File: src/rtl/can_rx_frame_if.sv
// rtl/can_rx_frame_if.sv - Destuffed bit-stream input and decoded frame result bundle for can_rx_frame.
interface can_rx_frame_if;
  logic        i_Bit_Valid;
  logic        i_Rx_Bit;
  logic        i_Ignora_Bit;
  logic        i_Eror_Stuffing;
  logic        o_Frame_Valid;
  logic [10:0] o_Id;
  logic        o_Rtr;
  logic [3:0]  o_Dlc;
  logic [63:0] o_Data;
  logic        o_Error;
  logic [2:0]  o_Error_Code;
  logic        o_Busy;

  modport master (
    output i_Bit_Valid, i_Rx_Bit, i_Ignora_Bit, i_Eror_Stuffing,
    input  o_Frame_Valid, o_Id, o_Rtr, o_Dlc, o_Data, o_Error, o_Error_Code, o_Busy
  );

  modport slave (
    input  i_Bit_Valid, i_Rx_Bit, i_Ignora_Bit, i_Eror_Stuffing,
    output o_Frame_Valid, o_Id, o_Rtr, o_Dlc, o_Data, o_Error, o_Error_Code, o_Busy
  );
endinterface

File: src/rtl/can_rx_frame.sv
// rtl/can_rx_frame.sv - CAN 2.0A standard-frame receive parser placed behind the bit destuffer.
// Define CAN_RX_CRC_CHECK_EN to compute and verify CRC-15; otherwise the CRC field is discarded.
module can_rx_frame #(
  parameter int MAX_BYTES = 8
) (
  input logic           i_Clock,
  input logic           i_Reset,
  can_rx_frame_if.slave bus
);

  localparam logic [3:0] MAX_B     = 4'(MAX_BYTES);
  localparam logic [2:0] ERR_STUFF = 3'd1;
  localparam logic [2:0] ERR_FORM  = 3'd2;
  localparam logic [2:0] ERR_CRC   = 3'd3;
  localparam logic [2:0] ERR_IDE   = 3'd4;

  typedef enum logic [3:0] {
    S_IDLE, S_ID, S_RTR, S_IDE, S_R0, S_DLC, S_DATA, S_CRC,
    S_CRC_DEL, S_ACK, S_ACK_DEL, S_EOF, S_INTERM, S_WAIT_IDLE
  } state_t;

  state_t      state, state_next;
  logic [5:0]  bit_cnt, cnt_next;
  logic [10:0] id_sr;
  logic        rtr_sr;
  logic [3:0]  dlc_sr;
  logic [63:0] data_sr;
  logic [5:0]  data_last;

  logic        frame_valid_r, error_r, rtr_r;
  logic [2:0]  error_code_r;
  logic [10:0] id_r;
  logic [3:0]  dlc_r;
  logic [63:0] data_r;

  logic        rx, stuff_zone, bit_ok;
  logic        err_hit, frame_done, crc_field_bad;
  logic [2:0]  err_cause;
  logic [3:0]  dlc_full, byte_cnt;
  logic [5:0]  data_last_nx;

  assign rx         = bus.i_Rx_Bit;
  assign stuff_zone = state inside {S_ID, S_RTR, S_IDE, S_R0, S_DLC, S_DATA, S_CRC};
  // A strobe carries a field bit unless the destuffer flagged it inside the stuffed region.
  assign bit_ok     = bus.i_Bit_Valid && !(stuff_zone && (bus.i_Ignora_Bit || bus.i_Eror_Stuffing));

  always_comb begin
    dlc_full = {dlc_sr[2:0], rx};
    if (rtr_sr)
      byte_cnt = 4'd0;
    else if (dlc_full > MAX_B)
      byte_cnt = MAX_B;
    else
      byte_cnt = dlc_full;
    data_last_nx = 6'({byte_cnt, 3'b000} - 7'd1);
  end

`ifdef CAN_RX_CRC_CHECK_EN
  logic [14:0] crc, rx_crc, crc_step;
  logic        crc_zone;

  assign crc_step      = {crc[13:0], 1'b0} ^ ((rx ^ crc[14]) ? 15'h4599 : 15'h0000);
  assign crc_zone      = state inside {S_ID, S_RTR, S_IDE, S_R0, S_DLC, S_DATA};
  assign crc_field_bad = ({rx_crc[13:0], rx} != crc);

  // SOF is dominant, so seeding the zeroed register with it leaves it at zero.
  always_ff @(posedge i_Clock) begin
    if (i_Reset) begin
      crc    <= '0;
      rx_crc <= '0;
    end else if (bit_ok) begin
      if (state == S_IDLE)
        crc <= '0;
      else if (crc_zone)
        crc <= crc_step;
      else if (state == S_CRC)
        rx_crc <= {rx_crc[13:0], rx};
    end
  end
`else
  assign crc_field_bad = 1'b0;
`endif

  always_ff @(posedge i_Clock) begin
    if (i_Reset) begin
      state   <= S_IDLE;
      bit_cnt <= '0;
    end else begin
      state   <= state_next;
      bit_cnt <= cnt_next;
    end
  end

  always_comb begin
    state_next = state;
    cnt_next   = bit_cnt;
    err_hit    = 1'b0;
    err_cause  = 3'd0;
    frame_done = 1'b0;
    if (bus.i_Bit_Valid) begin
      if (stuff_zone && bus.i_Eror_Stuffing) begin
        err_hit   = 1'b1;
        err_cause = ERR_STUFF;
      end else if (bit_ok) begin
        case (state)
          S_IDLE: if (!rx && !bus.i_Ignora_Bit) begin
            state_next = S_ID;
            cnt_next   = '0;
          end
          S_ID: if (bit_cnt == 6'd10) begin
            state_next = S_RTR;
            cnt_next   = '0;
          end else cnt_next = bit_cnt + 6'd1;
          S_RTR: state_next = S_IDE;
          S_IDE: if (rx) begin
            err_hit   = 1'b1;
            err_cause = ERR_IDE;
          end else state_next = S_R0;
          S_R0: state_next = S_DLC;
          S_DLC: if (bit_cnt == 6'd3) begin
            state_next = (byte_cnt == 4'd0) ? S_CRC : S_DATA;
            cnt_next   = '0;
          end else cnt_next = bit_cnt + 6'd1;
          S_DATA: if (bit_cnt == data_last) begin
            state_next = S_CRC;
            cnt_next   = '0;
          end else cnt_next = bit_cnt + 6'd1;
          S_CRC: if (bit_cnt == 6'd14) begin
            if (crc_field_bad) begin
              err_hit   = 1'b1;
              err_cause = ERR_CRC;
            end else state_next = S_CRC_DEL;
            cnt_next = '0;
          end else cnt_next = bit_cnt + 6'd1;
          S_CRC_DEL: if (!rx) begin
            err_hit   = 1'b1;
            err_cause = ERR_FORM;
          end else state_next = S_ACK;
          S_ACK: state_next = S_ACK_DEL;
          S_ACK_DEL: if (!rx) begin
            err_hit   = 1'b1;
            err_cause = ERR_FORM;
          end else begin
            state_next = S_EOF;
            cnt_next   = '0;
          end
          // The seventh EOF bit may be dominant without error.
          S_EOF: if (bit_cnt == 6'd6) begin
            frame_done = 1'b1;
            state_next = S_INTERM;
            cnt_next   = '0;
          end else if (!rx) begin
            err_hit   = 1'b1;
            err_cause = ERR_FORM;
          end else cnt_next = bit_cnt + 6'd1;
          S_INTERM: if (!rx) cnt_next = '0;
          else if (bit_cnt == 6'd2) begin
            state_next = S_IDLE;
            cnt_next   = '0;
          end else cnt_next = bit_cnt + 6'd1;
          S_WAIT_IDLE: if (!rx) cnt_next = '0;
          else if (bit_cnt == 6'd10) begin
            state_next = S_IDLE;
            cnt_next   = '0;
          end else cnt_next = bit_cnt + 6'd1;
          default: begin
            state_next = S_IDLE;
            cnt_next   = '0;
          end
        endcase
      end
      if (err_hit) begin
        state_next = S_WAIT_IDLE;
        cnt_next   = '0;
      end
    end
  end

  always_ff @(posedge i_Clock) begin
    if (i_Reset) begin
      id_sr     <= '0;
      rtr_sr    <= 1'b0;
      dlc_sr    <= '0;
      data_sr   <= '0;
      data_last <= '0;
    end else if (bit_ok) begin
      case (state)
        S_IDLE: if (state_next == S_ID) data_sr <= '0;
        S_ID:   id_sr <= {id_sr[9:0], rx};
        S_RTR:  rtr_sr <= rx;
        S_DLC: begin
          dlc_sr <= dlc_full;
          if (bit_cnt == 6'd3) data_last <= data_last_nx;
        end
        // Byte n arrives first, MSB first, and lands at [8n+7:8n].
        S_DATA: data_sr[{bit_cnt[5:3], ~bit_cnt[2:0]}] <= rx;
        default: ;
      endcase
    end
  end

  always_ff @(posedge i_Clock) begin
    if (i_Reset) begin
      frame_valid_r <= 1'b0;
      error_r       <= 1'b0;
      error_code_r  <= '0;
      id_r          <= '0;
      rtr_r         <= 1'b0;
      dlc_r         <= '0;
      data_r        <= '0;
    end else begin
      frame_valid_r <= frame_done;
      error_r       <= err_hit;
      if (err_hit) error_code_r <= err_cause;
      if (frame_done) begin
        id_r   <= id_sr;
        rtr_r  <= rtr_sr;
        dlc_r  <= dlc_sr;
        data_r <= data_sr;
      end
    end
  end

  always_comb begin
    bus.o_Frame_Valid = frame_valid_r;
    bus.o_Error       = error_r;
    bus.o_Error_Code  = error_code_r;
    bus.o_Id          = id_r;
    bus.o_Rtr         = rtr_r;
    bus.o_Dlc         = dlc_r;
    bus.o_Data        = data_r;
    bus.o_Busy        = (state != S_IDLE);
  end

endmodule
File: src/flat_wrapper.sv
// flat-port wrapper written by rule: the top's interface ports become plain ports
module can_rx_frame_flat 
#(
  parameter int MAX_BYTES = 8
)
  (i_Clock, i_Reset, bus_i_Bit_Valid, bus_i_Rx_Bit, bus_i_Ignora_Bit, bus_i_Eror_Stuffing, bus_o_Frame_Valid, bus_o_Id, bus_o_Rtr, bus_o_Dlc, bus_o_Data, bus_o_Error, bus_o_Error_Code, bus_o_Busy);
  can_rx_frame_if bus_i ();
  input logic i_Clock;
  input logic i_Reset;
  input wire logic [$bits(bus_i.i_Bit_Valid)-1:0] bus_i_Bit_Valid;
  input wire logic [$bits(bus_i.i_Rx_Bit)-1:0] bus_i_Rx_Bit;
  input wire logic [$bits(bus_i.i_Ignora_Bit)-1:0] bus_i_Ignora_Bit;
  input wire logic [$bits(bus_i.i_Eror_Stuffing)-1:0] bus_i_Eror_Stuffing;
  output wire logic [$bits(bus_i.o_Frame_Valid)-1:0] bus_o_Frame_Valid;
  output wire logic [$bits(bus_i.o_Id)-1:0] bus_o_Id;
  output wire logic [$bits(bus_i.o_Rtr)-1:0] bus_o_Rtr;
  output wire logic [$bits(bus_i.o_Dlc)-1:0] bus_o_Dlc;
  output wire logic [$bits(bus_i.o_Data)-1:0] bus_o_Data;
  output wire logic [$bits(bus_i.o_Error)-1:0] bus_o_Error;
  output wire logic [$bits(bus_i.o_Error_Code)-1:0] bus_o_Error_Code;
  output wire logic [$bits(bus_i.o_Busy)-1:0] bus_o_Busy;
  assign bus_i.i_Bit_Valid = bus_i_Bit_Valid;
  assign bus_i.i_Rx_Bit = bus_i_Rx_Bit;
  assign bus_i.i_Ignora_Bit = bus_i_Ignora_Bit;
  assign bus_i.i_Eror_Stuffing = bus_i_Eror_Stuffing;
  assign bus_o_Frame_Valid = bus_i.o_Frame_Valid;
  assign bus_o_Id = bus_i.o_Id;
  assign bus_o_Rtr = bus_i.o_Rtr;
  assign bus_o_Dlc = bus_i.o_Dlc;
  assign bus_o_Data = bus_i.o_Data;
  assign bus_o_Error = bus_i.o_Error;
  assign bus_o_Error_Code = bus_i.o_Error_Code;
  assign bus_o_Busy = bus_i.o_Busy;
  can_rx_frame #(.MAX_BYTES(MAX_BYTES)) u_core (.i_Clock(i_Clock), .i_Reset(i_Reset), .bus(bus_i));
endmodule
File: config.mk
export PLATFORM = sky130hd
export DESIGN_NAME = can_rx_frame_flat
export DESIGN_NICKNAME = d
export VERILOG_FILES = /design/src/rtl/can_rx_frame_if.sv /design/src/rtl/can_rx_frame.sv /design/src/flat_wrapper.sv
export SDC_FILE = /design/constraint.sdc
export NUM_CORES = 1
export LEC_CHECK = 0
export BUFFER_PORTS_ARGS = -buffer_cell sky130_fd_sc_hd__buf_2
export CAP_MARGIN = 15
export CORE_UTILIZATION = 47
export DETAILED_ROUTE_END_ITERATION = 12
export PLACE_DENSITY = 0.75
export SLEW_MARGIN = 5
export SYNTH_ARGS = -nofsm -noshare
export SYNTH_HDL_FRONTEND = slang
export SYNTH_SLANG_ARGS = --single-unit
export TNS_END_PERCENT = 5
File: constraint.sdc
create_clock -name i_Clock -period 5.4 [get_ports i_Clock]
set_input_delay 0.54 -clock i_Clock [delete_from_list [all_inputs] [get_ports i_Clock]]
set_output_delay 0.54 -clock i_Clock [all_outputs]
set_load 0.02 [all_outputs]
==> impl_metrics.yaml, run 1 <==
status:
  outcome: "finished, final reports clean"
cells_and_area:
  drive_above_1_share: 0.2127
  diodes: 0
  design_area_um2: 9198
  syn_to_final_growth_pct: 12.43
  num-nets-final: 1050
logic_synthesis:
  yosysSeqAreaShare: 0.4381
  synth_commonest_cells: "nand2_1, dfxtp_1, a21oi_1, o21ai_2, a22oi_1"
  synth_ff_type: "dfxtp_1"
  syn_nets: 1018
  synth_edf_count: 0
  synth_warnings: 0
  synth.avg_cell_area_um2: 8.115
  synth_area_leaders: "dfxtp_1, nand2_1, a21oi_1"
  synth_top_area_share: 0.4381
  syn_inst: 1008
  synth-seq-cells: 179
  synth_area_leader_cell: "dfxtp_1"
  synth_most_common_cell: "nand2_1"
  async_flop_share: 0
  synth.distinct_cells: 65
  synth_area_um2: 8180
floorplanning:
  chipHeight_um: 133.9
  rows: 47
  top_level_ports: 92
  dieArea_um2: 17940
  fp.coreArea_um2: 16760
  initial_core_util: 0.4881
  fp.dieW_um: 133.9
sta:
  maxSlewViolCount: 0
  worstMarginPinSlew_ns: 1.210
  fin_worst_skew_ns: 0.009377
  hold_viol: 0
  fmax_ghz: 0.2805
  period_needed_ns: 3.565
  finalSetupViolations: 0
  totalNegativeSetupSlack_ns: 0
  slew_headroom: 0.1909
  post-route-period-util: 0.6602
  rsz0062_at_grt: "no"
detailed_routing:
  post_drt_wl_per_cell_um: 16.08
  route.antenna.remaining_nets: 0
  drtIter0Drc: 854
  via_per_inst: 5.647
  firstDrtPassIters: 6
  vias: 7188
  drc: 0
  wirelength_mm: 20.47
worst_setup_path:
  startpoint_type: "register"
  end_kind: "register"
  worstSetupPathType: "register to register"
  cp.arrival_ns: 3.88
  crit_required_ns: 5.72
  path_max_fanout: 19
clocking:
  cts-root-buf: "clkbuf_16"
  cts_resized: 0
  clock_sinks: 179
  hold_buffers: 0
  cts_tree: "done"
  clkLatencyLatePin_ns: 0.44
  clk_pin_slew_ns: 0.07
  post_cts_buffers: 0
  numCtsBuffers: 17
  cts_buffer_depth: 2
  cts.htree.levels: 4
global_routing:
  grtUsageMet1: 0.3219
  grt_busiest_layer: "met2"
  grt_first_pass_wirelength_mm: 33.38
  grt_pass1_vias: 6601
  grt_use_met2: 0.3552
  grt_overflow: 0
  gr-usage-all-layers: 0.2339
  antenna_found_initial: 0
  grtUsageMet3: 0.04989
  grt_max_degree: 62
power_and_ir_drop:
  powerDensity_nw_per_um2: 305.1
  power_leakage_nw: 3.487
  power.total_mw: 2.806
  vdd_ir_drop_max_mv: 0.2152
placement:
  gp_congestion: 0.9054
  place_hpwl_mm: 12.86
  place_area_um2: 8593
  port_buffers: 91
worst_hold_path:
  holdCritPathClass: "register to register"
flow_run:
  cap_violations: 0
area by class of cell:
class                           count  area, µm²
Timing Repair Buffer              103      548.0
Clock buffer                       18      439.2
Tap cell                          220      275.3
Inverter                            5      18.77
Multi-Input combinational cell    734       4168
Clock inverter                     14      165.2
Fill cell                        1526       7562
Sequential cell                   179       3583
flip-flops by register name, summed over array words and instances (netlist names), 3 cells and up:
name,flops
u_core.bus.o_Error_Code,3
u_core.bit_cnt,6
u_core.data_sr,64
u_core.id_sr,11
u_core.bus.o_Dlc,4
u_core.state,4
u_core.dlc_sr,4
u_core.data_last,4
u_core.bus.o_Id,11
u_core.bus.o_Data,64
cells by family after synthesis:
logic type / after synthesis / synth area share
xor gates and xnor gates: 5 / 0.005353
and+or+nand+nor: 379 / 0.2031
adders and majority gates: 4 / 0.006118
muxes: 16 / 0.01958
DFF: 179 / 0.4381
buffers and inverters: 95 / 0.05598
AOI/OAI and AO/OA: 330 / 0.2718
cells in the final DEF (no fill, tap or decap), types with 4 or more instances in the layout:
cell type,instances
nand2_1,250
nand3_1,12
mux2i_1,16
a32o_1,5
a22oi_1,56
dfxtp_1,179
nor3b_1,5
xnor2_1,4
nor3_1,10
o21ai_0,14
inv_1,4
a21oi_1,155
and2_1,9
ha_1,4
a31oi_1,4
o21ai_2,61
nor2_1,48
a32oi_1,5
nor2b_1,5
inv_6,4
clkbuf_16,17
and3_1,6
buf_4,13
buf_2,90
critical path, cell delays in order, from the launching register on:
cell and delay, ns:
dfxtp_1 0.58, ha_1 0.24, nor3b_2 0.39, a311o_1 0.26, o21ai_1 0.07, o21ai_1 0.16, o21ai_1 0.15, a211oi_4 1.00
buf_4 0.48, o21ai_2 0.10
per-layer routing:
layer,part of all wire,vias to the layer above
met5,0,-
met1,0.47,3344
met4,0.021,0
met2,0.45,241
li1,-,3568
met3,0.062,35
final timing paths:
check                                  start                          to  slack (ns)  cells after the start
hold reg to reg   u_core.bus.o_Error_Code[2]  u_core.bus.o_Error_Code[2]        0.45                      2
setup / recovery           u_core.bit_cnt[1]          u_core.data_sr[42]        1.84                      9
hold / removal    u_core.bus.o_Error_Code[2]  u_core.bus.o_Error_Code[2]        0.45                      2
setup reg to reg           u_core.bit_cnt[1]          u_core.data_sr[42]        1.84                      9
report_power, final:
group,internal (mW),switching [mW]
clock network,0.709,0.570
logic,0.0516,0.132
registers,1.32,0.0196
total,2.08,0.721
through the flow:
| stage | util | std cells | hold WS (ns) | setup slack, ns |
|---|---|---|---|---|
| final | 0.5488 | 1273 | 0.4495 | 1.835 |
| after global routing | 0.5488 | 1273 | 0.4695 | 1.652 |
| after CTS | 0.5488 | 1273 | 0.4541 | 1.910 |
| after detailed placement | 0.5127 | 1241 | 0.4448 | 1.949 |
| after global placement | 0.5127 | 1241 | 0.4389 | 2.048 |
| after floorplan | - | 1008 | 0.4316 | 2.916 |
(Power assumes the default switching activity.)
==> inputs of run 2 (changes only) <==
--- a/config.mk
+++ b/config.mk
@@ -9,7 +9,7 @@
 export CAP_MARGIN = 15
 export CORE_UTILIZATION = 47
 export DETAILED_ROUTE_END_ITERATION = 12
-export PLACE_DENSITY = 0.75
+export PLACE_DENSITY = 0.78
 export SLEW_MARGIN = 5
 export SYNTH_ARGS = -nofsm -noshare
 export SYNTH_HDL_FRONTEND = slang
==> constraint.sdc (replaced) <==
create_clock -name i_Clock -period 2.9 [get_ports i_Clock]
set_input_delay 0.29 -clock i_Clock [delete_from_list [all_inputs] [get_ports i_Clock]]
set_output_delay 0.29 -clock i_Clock [all_outputs]
set_load 0.02 [all_outputs]
==> run 2 against run 1 <==
Compared with the run above:
- clock power increased by 85%
- fmax up 35%
- critical path depth up 2
- sequential power is 86% higher
- routed wire length is essentially flat
- total power grew 87%
- design area grew 3.7%
- clock skew down 0.00071 ns
- register-to-register slack got worse by 1.6 ns
==> impl_metrics.yaml, run 2 (synthesis results as in run 1) <==
status:
  outcome: "finished, final reports clean"
power_and_ir_drop:
  power.total_mw: 5.253
  vdd_ir_drop_max_mv: 0.4232
  powerDensity_nw_per_um2: 550.6
  power_leakage_nw: 3.696
clocking:
  clkLatencyLatePin_ns: 0.44
  cts-root-buf: "clkbuf_16"
  cts_buffer_depth: 2
  cts_tree: "done"
  cts.htree.levels: 4
  clk_pin_slew_ns: 0.06
  clock_sinks: 179
  numCtsBuffers: 17
cells_and_area:
  mostFrequentLayoutCell: "nand2_1"
  diodes: 0
  most-common-layout-cells: "nand2_1, dfxtp_1, a21oi_1"
  syn_to_final_growth_pct: 16.64
  drive_above_1_share: 0.2383
  num-nets-final: 1088
floorplanning:
  dieArea_um2: 17940
  initial_core_util: 0.4881
  chipHeight_um: 133.9
  fp.dieW_um: 133.9
  top_level_ports: 92
  fp.coreArea_um2: 16760
  rows: 47
sta:
  rsz0062_at_grt: "no"
  fmax_ghz: 0.3786
  hold_viol: 0
  totalNegativeSetupSlack_ns: 0
  worstMarginPinSlew_ns: 0.8948
  maxSlewViolCount: 0
  post-route-period-util: 0.9108
  period_needed_ns: 2.641
  slew_headroom: 0.4034
  finalSetupViolations: 0
  fin_worst_skew_ns: 0.008670
detailed_routing:
  post_drt_wl_per_cell_um: 15.60
  route.antenna.remaining_nets: 0
  firstDrtPassIters: 5
  drtIter0Drc: 712
  wirelength_mm: 20.46
  vias: 7348
  drc: 0
  via_per_inst: 5.605
worst_setup_path:
  end_kind: "register"
  path_max_fanout: 27
  startpoint_type: "register"
  cp.arrival_ns: 2.97
  worstSetupPathType: "register to register"
  crit_required_ns: 3.23
placement:
  place_hpwl_mm: 13.53
  gp_congestion: 0.8423
  port_buffers: 91
global_routing:
  antenna_found_initial: 0
  grt_max_degree: 90
  gr-usage-all-layers: 0.2362
  grt_first_pass_wirelength_mm: 33.83
  grt_pass1_vias: 6636
  grt_overflow: 0
flow_run:
  cap_violations: 0
worst_hold_path:
  holdCritPathClass: "input port to register"
## run 2: cell types whose count changed in the layout (fill, tap and decap cells not counted), sizes merged
cell / delta
buf: +38
clkinv: -1
clkinvlp: +1
## run 2: area by class of cell
cell class,count,area [µm²]
fillers,1548,7218
repair buffers,141,895.9
clock inverters,14,165.2
inverters,5,18.77
flip-flops and latches,179,3583
multi-input cells,734,4164
clock buffers,18,439.2
well taps,220,275.3
## run 2: layer usage
| metal | global-route usage | wire length, µm | vias up |
|---|---|---|---|
| li1 | - | - | 3636 |
| met1 | 0.3224 | 9381 | 3474 |
| met4 | 0.07955 | 340 | 0 |
| met5 | 0 | 0 | - |
| met3 | 0.04762 | 1117 | 31 |
| met2 | 0.3708 | 9615 | 207 |
## run 2: report_power, final
part	internal, mW	switching [mW]
clock network	1.32	1.06
registers	2.47	0.0260
logic	0.128	0.260
## run 2: critical path: stages, from the launching register on
cell and delay, ns:
dfxtp_1 0.51, inv_1 0.15, ha_1 0.26, nor3b_4 0.18
a21oi_1 0.15, a21oi_1 0.08, o32ai_4 0.28, o41ai_4 0.14
a211oi_4 0.21, buf_12 0.25, buf_12 0.22, o21ai_2 0.08
## run 2: path summary, 6_finish.rpt
kind,from,to,slack (ns),cells after the start
worst max-delay path,u_core.bit_cnt[0],u_core.data_sr[42],0.26,11
worst min-delay path,i_Reset,u_core.state[1],0.23,2
worst max register to register,u_core.bit_cnt[0],u_core.data_sr[42],0.26,11
worst min register to register,u_core.bus.o_Id[8],u_core.bus.o_Id[8],0.45,2
## run 2: timing repair
| action | CTS | global route |
|---|---|---|
| hold buffers | 0 | 0 |
| gates resized for setup | 0 | 1 |
| setup endpoints to repair | 0 | 1 |
| buffers inserted | 0 | 0 |
## run 2: per-stage QoR
| stage | cells | instance area (µm²) | hold WS [ns] | utilization | setup WS [ns] |
|---|---|---|---|---|---|
| after floorplan | 1008 | 8180 | 0.4316 | - | 0.5352 |
| after detailed placement | 1279 | 8931 | 0.4446 | 0.5329 | 0.2563 |
| after global routing | 1311 | 9542 | 0.2409 | 0.5693 | 0.04058 |
| after global placement | 1279 | 8931 | 0.4395 | 0.5329 | 0.3233 |
| after CTS | 1311 | 9535 | 0.2238 | 0.5689 | 0.2406 |
| final | 1311 | 9542 | 0.2299 | 0.5693 | 0.2588 |
